<file path="config.mk">
export PLATFORM = sky130hd
export DESIGN_NAME = normalization_unit_flat
export DESIGN_NICKNAME = d
export VERILOG_FILES = /design/src/rtl/fp_pkg.sv /design/src/rtl/normalization_unit_if.sv /design/src/rtl/normalization_unit.sv /design/src/flat_wrapper.sv
export SDC_FILE = /design/constraint.sdc
export NUM_CORES = 1
export LEC_CHECK = 0
export BUFFER_PORTS_ARGS = -buffer_cell sky130_fd_sc_hd__buf_2
export CORE_UTILIZATION = 56
export CTS_CLUSTER_DIAMETER = 120
export DETAILED_ROUTE_END_ITERATION = 6
export PLACE_DENSITY = 0.88
export SLEW_MARGIN = 30
export SYNTH_ARGS = -nofsm -noshare
export SYNTH_HDL_FRONTEND = slang
export SYNTH_SLANG_ARGS = --single-unit
</file>
<file path="constraint.sdc">
create_clock -name Clk -period 3.3 [get_ports Clk]
set_input_delay 0.33 -clock Clk [delete_from_list [all_inputs] [get_ports Clk]]
set_output_delay 0.33 -clock Clk [all_outputs]
set_load 0.02 [all_outputs]
</file>
<file path="src/rtl/fp_pkg.sv">
// Shared constants, field positions and types for the FP adder's post-add normalizer.
// Imported by the normalizer interface and the normalizer itself.
package fp_pkg;

  localparam int MANT_W = 24;
  localparam int EXP_W  = 8;
  localparam int SUM_W  = MANT_W + 3;

  localparam logic [EXP_W-1:0] EXP_MAX      = '1;
  localparam logic [EXP_W-1:0] EXP_MIN_NORM = EXP_W'(1);

  // Field positions inside sum_in: carry, significand, guard, round.
  localparam int CARRY_BIT = SUM_W - 1;
  localparam int SIG_MSB   = SUM_W - 2;
  localparam int SIG_LSB   = 2;
  localparam int GUARD_BIT = 1;
  localparam int ROUND_BIT = 0;

  typedef enum logic [1:0] {
    S_IDLE  = 2'd0,
    S_EVAL  = 2'd1,
    S_SHIFT = 2'd2,
    S_DONE  = 2'd3
  } norm_state_t;

  typedef struct packed {
    logic [MANT_W-1:0] mantissa;
    logic [EXP_W-1:0]  exponent;
    logic              guard;
    logic              round;
    logic              sticky;
    logic              zero;
    logic              overflow;
    logic              underflow;
  } norm_result_t;

endpackage

</file>
<file path="src/rtl/normalization_unit_if.sv">
// Request/result bundle between the significand adder, the normalizer and rounding_unit.
// The master side issues requests; the slave side is the normalizer.
interface normalization_unit_if;
  import fp_pkg::*;

  logic              enable;
  logic [SUM_W-1:0]  sum_in;
  logic              sticky_in;
  logic [EXP_W-1:0]  exponent_in;

  logic [MANT_W-1:0] mantissa;
  logic [EXP_W-1:0]  exponent;
  logic              guard;
  logic              round;
  logic              sticky;
  logic              done;
  logic              busy;
  logic              zero;
  logic              overflow;
  logic              underflow;

  modport master (
    output enable, sum_in, sticky_in, exponent_in,
    input  mantissa, exponent, guard, round, sticky,
    input  done, busy, zero, overflow, underflow
  );

  modport slave (
    input  enable, sum_in, sticky_in, exponent_in,
    output mantissa, exponent, guard, round, sticky,
    output done, busy, zero, overflow, underflow
  );

endinterface

</file>
<file path="src/rtl/normalization_unit.sv">
// Post-add normalizer: one-step right shift on carry-out, iterative one-bit-per-cycle
// left shift otherwise, with zero/overflow/underflow detection for rounding_unit.
module normalization_unit
  import fp_pkg::*;
(
  input logic                  Clk,
  input logic                  Reset,
  normalization_unit_if.slave  bus
);

  norm_state_t       state, state_next;
  logic [SUM_W-1:0]  work, work_next;
  logic [EXP_W-1:0]  exp_w, exp_w_next;
  logic              stk, stk_next;
  norm_result_t      res, res_next;
  logic              done_r, done_next;

  logic [EXP_W:0]    exp_inc;
  logic [EXP_W-1:0]  exp_dec;
  logic [SUM_W-1:0]  shifted;

  // The extra bit on the increment lets the overflow compare see a wrapped exponent.
  assign exp_inc = {1'b0, exp_w} + (EXP_W+1)'(1);
  assign exp_dec = exp_w - EXP_W'(1);
  assign shifted = {1'b0, work[SUM_W-3:0], 1'b0};

  always_comb begin
    // NOTE: every next value defaults to its current value first, so no branch can infer a latch.
    state_next = state;
    work_next  = work;
    exp_w_next = exp_w;
    stk_next   = stk;
    res_next   = res;
    done_next  = (state == S_DONE);

    case (state)
      S_IDLE: begin
        if (bus.enable) begin
          work_next          = bus.sum_in;
          stk_next           = bus.sticky_in;
          exp_w_next         = bus.exponent_in;
          res_next.zero      = 1'b0;
          res_next.overflow  = 1'b0;
          res_next.underflow = 1'b0;
          state_next         = S_EVAL;
        end
      end

      S_EVAL: begin
        if (work == '0 && !stk) begin
          res_next      = '0;
          res_next.zero = 1'b1;
          state_next    = S_DONE;
        end else if (work[CARRY_BIT]) begin
          if (exp_inc >= {1'b0, EXP_MAX}) begin
            // Saturate to infinity: significand and rounding bits are discarded.
            res_next          = '0;
            res_next.exponent = EXP_MAX;
            res_next.overflow = 1'b1;
          end else begin
            res_next.mantissa = work[CARRY_BIT:SIG_LSB+1];
            res_next.guard    = work[SIG_LSB];
            res_next.round    = work[GUARD_BIT];
            res_next.sticky   = work[ROUND_BIT] | stk;
            res_next.exponent = exp_inc[EXP_W-1:0];
          end
          state_next = S_DONE;
        end else if (work[SIG_MSB]) begin
          res_next.mantissa = work[SIG_MSB:SIG_LSB];
          res_next.guard    = work[GUARD_BIT];
          res_next.round    = work[ROUND_BIT];
          res_next.sticky   = stk;
          res_next.exponent = exp_w;
          state_next        = S_DONE;
        end else begin
          state_next = S_SHIFT;
        end
      end

      S_SHIFT: begin
        work_next  = shifted;
        exp_w_next = exp_dec;
        if (shifted[SIG_MSB] || exp_dec <= EXP_MIN_NORM) begin
          res_next.mantissa = shifted[SIG_MSB:SIG_LSB];
          res_next.guard    = shifted[GUARD_BIT];
          res_next.round    = shifted[ROUND_BIT];
          res_next.sticky   = stk;
          if (shifted[SIG_MSB]) begin
            res_next.exponent = exp_dec;
          end else begin
            // Ran out of exponent before finding the leading one: denormal result.
            res_next.exponent  = '0;
            res_next.underflow = 1'b1;
          end
          state_next = S_DONE;
        end
      end

      S_DONE: begin
        state_next = S_IDLE;
      end

      default: begin
        state_next = S_IDLE;
      end
    endcase
  end

  always_ff @(posedge Clk) begin
    // NOTE: non-blocking assignments so every register samples the pre-edge values.
    if (Reset) begin
      state  <= S_IDLE;
      work   <= '0;
      exp_w  <= '0;
      stk    <= 1'b0;
      res    <= '0;
      done_r <= 1'b0;
    end else begin
      state  <= state_next;
      work   <= work_next;
      exp_w  <= exp_w_next;
      stk    <= stk_next;
      res    <= res_next;
      done_r <= done_next;
    end
  end

  assign bus.mantissa  = res.mantissa;
  assign bus.exponent  = res.exponent;
  assign bus.guard     = res.guard;
  assign bus.round     = res.round;
  assign bus.sticky    = res.sticky;
  assign bus.zero      = res.zero;
  assign bus.overflow  = res.overflow;
  assign bus.underflow = res.underflow;
  assign bus.done      = done_r;
  assign bus.busy      = (state != S_IDLE);

endmodule

</file>
<file path="src/flat_wrapper.sv">
// flat-port wrapper written by rule: the top's interface ports become plain ports
module normalization_unit_flat import fp_pkg::*;
  (Clk, Reset, bus_enable, bus_sum_in, bus_sticky_in, bus_exponent_in, bus_mantissa, bus_exponent, bus_guard, bus_round, bus_sticky, bus_done, bus_busy, bus_zero, bus_overflow, bus_underflow);
  normalization_unit_if bus_i ();
  input logic Clk;
  input logic Reset;
  input wire logic [$bits(bus_i.enable)-1:0] bus_enable;
  input wire logic [$bits(bus_i.sum_in)-1:0] bus_sum_in;
  input wire logic [$bits(bus_i.sticky_in)-1:0] bus_sticky_in;
  input wire logic [$bits(bus_i.exponent_in)-1:0] bus_exponent_in;
  output wire logic [$bits(bus_i.mantissa)-1:0] bus_mantissa;
  output wire logic [$bits(bus_i.exponent)-1:0] bus_exponent;
  output wire logic [$bits(bus_i.guard)-1:0] bus_guard;
  output wire logic [$bits(bus_i.round)-1:0] bus_round;
  output wire logic [$bits(bus_i.sticky)-1:0] bus_sticky;
  output wire logic [$bits(bus_i.done)-1:0] bus_done;
  output wire logic [$bits(bus_i.busy)-1:0] bus_busy;
  output wire logic [$bits(bus_i.zero)-1:0] bus_zero;
  output wire logic [$bits(bus_i.overflow)-1:0] bus_overflow;
  output wire logic [$bits(bus_i.underflow)-1:0] bus_underflow;
  assign bus_i.enable = bus_enable;
  assign bus_i.sum_in = bus_sum_in;
  assign bus_i.sticky_in = bus_sticky_in;
  assign bus_i.exponent_in = bus_exponent_in;
  assign bus_mantissa = bus_i.mantissa;
  assign bus_exponent = bus_i.exponent;
  assign bus_guard = bus_i.guard;
  assign bus_round = bus_i.round;
  assign bus_sticky = bus_i.sticky;
  assign bus_done = bus_i.done;
  assign bus_busy = bus_i.busy;
  assign bus_zero = bus_i.zero;
  assign bus_overflow = bus_i.overflow;
  assign bus_underflow = bus_i.underflow;
  normalization_unit u_core (.Clk(Clk), .Reset(Reset), .bus(bus_i));
endmodule
</file>
### Yosys cells after proc, flatten, opt, wreduce, memory -nomap -nowiden

Cells that the tools add are included.

* $add $sub $neg: 2
* bitwise logic cells: 1
* shift-type cells: 0
* equal/unequal tests: 9
* reductions and logical operators: 16
* divide/modulo/power cells: 0
* multiply operators: 0
* mux-type cells: 24
* magnitude comparators: 2

Operators with widths (count)
* $mux W35: 4
* $pmux W35 S2: 1
* $pmux W27 S2: 1
* $mux W38: 1
* $logic_not A27 Y1: 1
* $mux W27: 1
* $mux W8: 2
* $pmux W8 S2: 1
* $add A8 B1 Y9 const B: 1
* $ge A9 B8 Y1 const B: 1
* $mux W3: 3
* $le A8 B1 Y1 const B: 1
* $pmux W2 S4: 1
* $reduce_bool A2 Y1: 4
* $sub A8 B1 Y8 const B: 1
* $mux W2: 3
* $ne A3 B1 Y1 const B: 2
* $reduce_and A2 Y1: 3
* $reduce_and A6 Y1: 1
* $eq A2 B2 Y1 const B: 2
* $mux W1: 4
* $ne A2 B2 Y1 const B: 2
* $ne A4 B1 Y1 const B: 1
* $pmux W2 S2: 1
* 11 further kinds: 11

* memories: 0
* latch bits: 0
* bits in read-only memories: 0
* output and inout port bits: 40
* word-level logic and storage cells: 67
* bits of input ports: 39
* memory bits (writable): 0
* bits in registers: 77

### Logic depth before layout (Yosys ltp)

* word-level depth: 6
* mapped depth: 11

### Worst setup path after synthesis

Ideal clock, no wire load.

* kind: reg-to-reg
* start point: reg u_core.exp_w[0]
* end point: reg u_core.res (netlist bit u_core.bus.mantissa[16])
* stages on the path, launching flop included: 11
* library setup time: 0.080 ns
* data required time: 3.220 ns
* period minus slack after synthesis: 2.649 ns
* setup slack: 0.651 ns
* arrival: 2.569 ns
* cell sequence: dfxtp_1 > clkbuf_1 > inv_1 > ha_1 > nor2b_1 > o211a_1 > a32o_1 > nor2_1 > clkbuf_1 > a22oi_1 > a211oi_2

* longest elaborated chain between the ends: 6

Ends and longest elaborated chain
* from (decl): RTL line normalization_unit.sv:13 `logic [EXP_W-1:0] exp_w, exp_w_next;`
* from (signal assigned): RTL line normalization_unit.sv:121 `exp_w <= exp_w_next;`
* $add A8 B1 Y9: RTL line normalization_unit.sv:23 `assign exp_inc = {1'b0, exp_w} + (EXP_W+1)'(1);`
* $ge A9 B8 Y1: RTL line normalization_unit.sv:55 `if (exp_inc >= {1'b0, EXP_MAX}) begin`
* $mux W35: RTL line normalization_unit.sv:55
* $mux W35: RTL line normalization_unit.sv:54 `end else if (work[CARRY_BIT]) begin`
* $mux W38: RTL line normalization_unit.sv:50 `if (work == '0 && !stk) begin`
* $pmux W35 S2: RTL line normalization_unit.sv:36 `case (state)`
* to (signal assigned): RTL line normalization_unit.sv:123 `res <= res_next;`
* to (decl): RTL line normalization_unit.sv:15 `norm_result_t res, res_next;`

Several ways; a longest one is shown, not always the timed one.
A chain may end at the register's enable or synchronous reset.

### Worst setup path after layout

* start point: reg u_core.exp_w[0]
* end point: reg u_core.res (netlist bit u_core.bus.mantissa[13])

The elaborated chain is that of the path after synthesis.

==> summary.txt <==
Outcome
  • Outcome: finished clean

Setup path
  • CP max-delay cell: o41a_1
  • Worst-path maximum fanout: 26
  • Startpoint types: flip-flop
  • Crit path max-delay family: compound AO/OA/AOI/OAI gates
  • Required @ worst endpoint: roughly 3.5 ns
  • CP Cell Sequence: inv_1 -> ha_1 -> nor3b_1 -> xnor2_1 -> o211ai_1 -> o41a_1 -> nor2_4 -> buf_12 -> a211oi_1
  • Crit path kind: reg2reg
  • Worst Path Arrival: 3.11 ns
  • Buf/Inv on CP: 2
  • Crit path capture type: flip-flop
  • Crit path largest cell delay: just under 0.6 ns
  • Reg2reg path depth: 9
  • CP Depth: 9

Logic synthesis
  • Yosys top cell area share: 34.7%
  • Number of synthesized register bits: 77
  • Commonest cells in the netlist: dfxtp_1, nor2_1, a21oi_1, a211oi_1, clkbuf_1
  • Unique masters post-synth: 53
  • Syn Area/Cell: between 8 and 9 um^2
  • Main synth FF type: dfxtp_1
  • Yosys warning count: 0
  • Sequential-to-total area share from yosys stat: 34.7%
  • Post-synth ARST share: 0%
  • Most common cell in the netlist: dfxtp_1
  • Syn Inst Count: between 500 and 600
  • Post-synth EDFFs: 0
  • Cell area after synthesis: 4450 um^2
  • Net count after synthesis: roughly 560
  • Post-synth top area cell: dfxtp_1
  • Synth top area cells: dfxtp_1, a211oi_1, mux2i_1

Detailed routing
  • DR iter-0 viols: ~470
  • DRC: 0
  • DR WL/cell: between 15 and 20 um
  • Post-DRT Antenna Nets: 0
  • DR vias/cell: roughly 6.4
  • Routed vias: 4,296
  • Detailed Routing Iterations Pass 1: 5
  • Routed WL: approximately 12,000 um

Power
  • Total power: 5.69 mW
  • Leakage: 1.97 nW
  • PD cells: between 1000 and 1500 nW/um^2
  • Peak VDD IR: 0.588 mV

Clock tree
  • CTS Buffer Depth: 2
  • Post-CTS Setup Bufs: 0
  • Root Buffer: clkbuf_8
  • Post-CTS resize count: 0
  • Clk_lat worst skew: approximately 0.36 ns
  • Clock sinks: between 70 and 80
  • Hold Buf Count CTS: 0
  • H-tree Lvls: 3
  • CTS tree: yes
  • Worst-path clk slew: about 0.090 ns
  • TritonCTS buffer count: 9

GRT
  • Number of global-route vias before repair: 3,861
  • Global-route wire length before repair: 19,500 um
  • Largest net degree at the start of global routing: 51
  • Initial antenna violation count: 0
  • Grt total ovfl: 0
  • GRT Total Usage: between 20 and 30%

STA
  • Fin Setup TNS: 0 ns
  • Pins over their slew limit: 0
  • Layout Skew: 0.0110 ns
  • PnR worst setup slack: 0.391 ns
  • Final setup violation count: 0
  • Final Cycle Share: 88.1%
  • Min cycle time layout: 2.91 ns
  • Unrepaired setup endpoints after global routing: no
  • Hold Fails Final Rpt: 0
  • Worst-Margin Slew: 0.837 ns
  • Rel. slew slack: 44.2%
  • Peak Freq: around 0.34 GHz

Final layout
  • Register area: ~1500 um^2
  • Layout area overhead: 14.4%
  • Cell Count, Final, Fillers Out: 675
  • Multi-input logic area: around 2700 um^2
  • Share of layout cells above drive strength 1: 26.9%
  • N_diodes: 0
  • Fillers: 670
  • Fin nets: 616

Place
  • GPL Wtd Cong: approximately 0.90
  • Worst slack at placement: 0.464 ns
  • Cell count after placement: 659
  • Dpl hpwl: 8110 um
  • PortBufs: approximately 80

Min path
  • Hold WC Path Type: in2reg
  • WHS Path Cells: 3

Die
  • Top Ports: roughly 80
  • Core area: slightly below 8000 um^2
  • Die Footprint: 8300 um^2
  • Die H: 91.1 um
  • Chip Width: 91.1 um
  • Std cell rows: 32
  • Initial Utilization: 57.8%

Flow run
  • Max Cap Viol: 0
-- placed cells by master, fill, tap and decap left out, types with 3 or more instances in the layout --
cell type,instances
o22ai_1,6
nor4_1,8
inv_1,11
nand2_1,17
buf_4,13
ha_1,8
o21ai_0,14
nor2_1,53
nor3_1,13
mux2i_1,30
buf_2,78
clkbuf_8,9
a22oi_1,27
nand4_1,8
a211oi_1,45
o211ai_1,5
dfxtp_1,77
xnor2_1,4
a21oi_1,48
xor2_1,4
nor2b_1,4
mux2_2,25
nand3_1,8
a211oi_2,10
a41oi_1,3
-- kinds of logic after synthesis --
family                     after synthesis  synth area share (%)
AOI/OAI and AO/OA                      181                  29.0
and+or+nand+nor                        123                  13.3
DFF                                     77                  34.7
buffers and inverters                   63                  5.94
muxes                                   55                  13.1
adders and majority gates                9                  2.53
xor gates and xnor gates                 8                  1.58
-- state kept, by name, summed over array words and instances (netlist names) --
name	cells
u_core.bus.done	1
u_core.bus.exponent	8
u_core.bus.guard	1
u_core.bus.mantissa	24
u_core.bus.overflow	1
u_core.bus.round	1
u_core.bus.sticky	1
u_core.bus.underflow	1
u_core.bus.zero	1
u_core.exp_w	8
u_core.state	2
u_core.stk	1
u_core.work	27
-- final cells by class --
type / count / share of cell area, %
multi-input cells: 376 / 52.4
flip-flops and latches: 77 / 30.3
repair buffers: 93 / 10.4
well taps: 102 / 2.51
clock buffers: 9 / 2.44
clock inverters: 7 / 1.13
inverters: 11 / 0.812
-- report_power, final --
part           internal [mW]  switching [mW]  leakage, nW
sequential              1.24           0.379        0.634
combinational           1.33            2.06         1.25
clock                  0.283           0.393       0.0881
-- layer usage --
layer	track usage (%)	vias to the layer above	wire length [um]
met2	46.7	195	5740
met5	0	-	0
met4	9.39	0	159
met3	3.43	20	801
li1	-	2059	-
met1	40.3	2022	5240
-- stage by stage --
| stage | hold slack (ns) | instance area, um^2 | util [%] |
|---|---|---|---|
| floorplan | 0.448 | 4450 | - |
| finish | 0.229 | 5090 | 66.2 |
| global placement | 0.464 | 4900 | 63.8 |
| CTS | 0.233 | 5090 | 66.2 |
| detailed placement | 0.470 | 4900 | 63.8 |
| global route | 0.253 | 5090 | 66.2 |
-- path summary, 6_finish.rpt --
kind,from,end,slack (ns)
max,u_core.exp_w[0],u_core.bus.mantissa[13],0.39
min,bus_exponent_in[4],u_core.exp_w[4],0.23
max reg2reg,u_core.exp_w[0],u_core.bus.mantissa[13],0.39
min reg2reg,u_core.bus.exponent[1],u_core.bus.exponent[1],0.48
-- tightest hold or removal path, cell delays in order --
cell,delay [ns]
buf_2,0.08
a221oi_1,0.06
nor2_1,0.08
No activity file was read; power rests on OpenSTA's default activity.
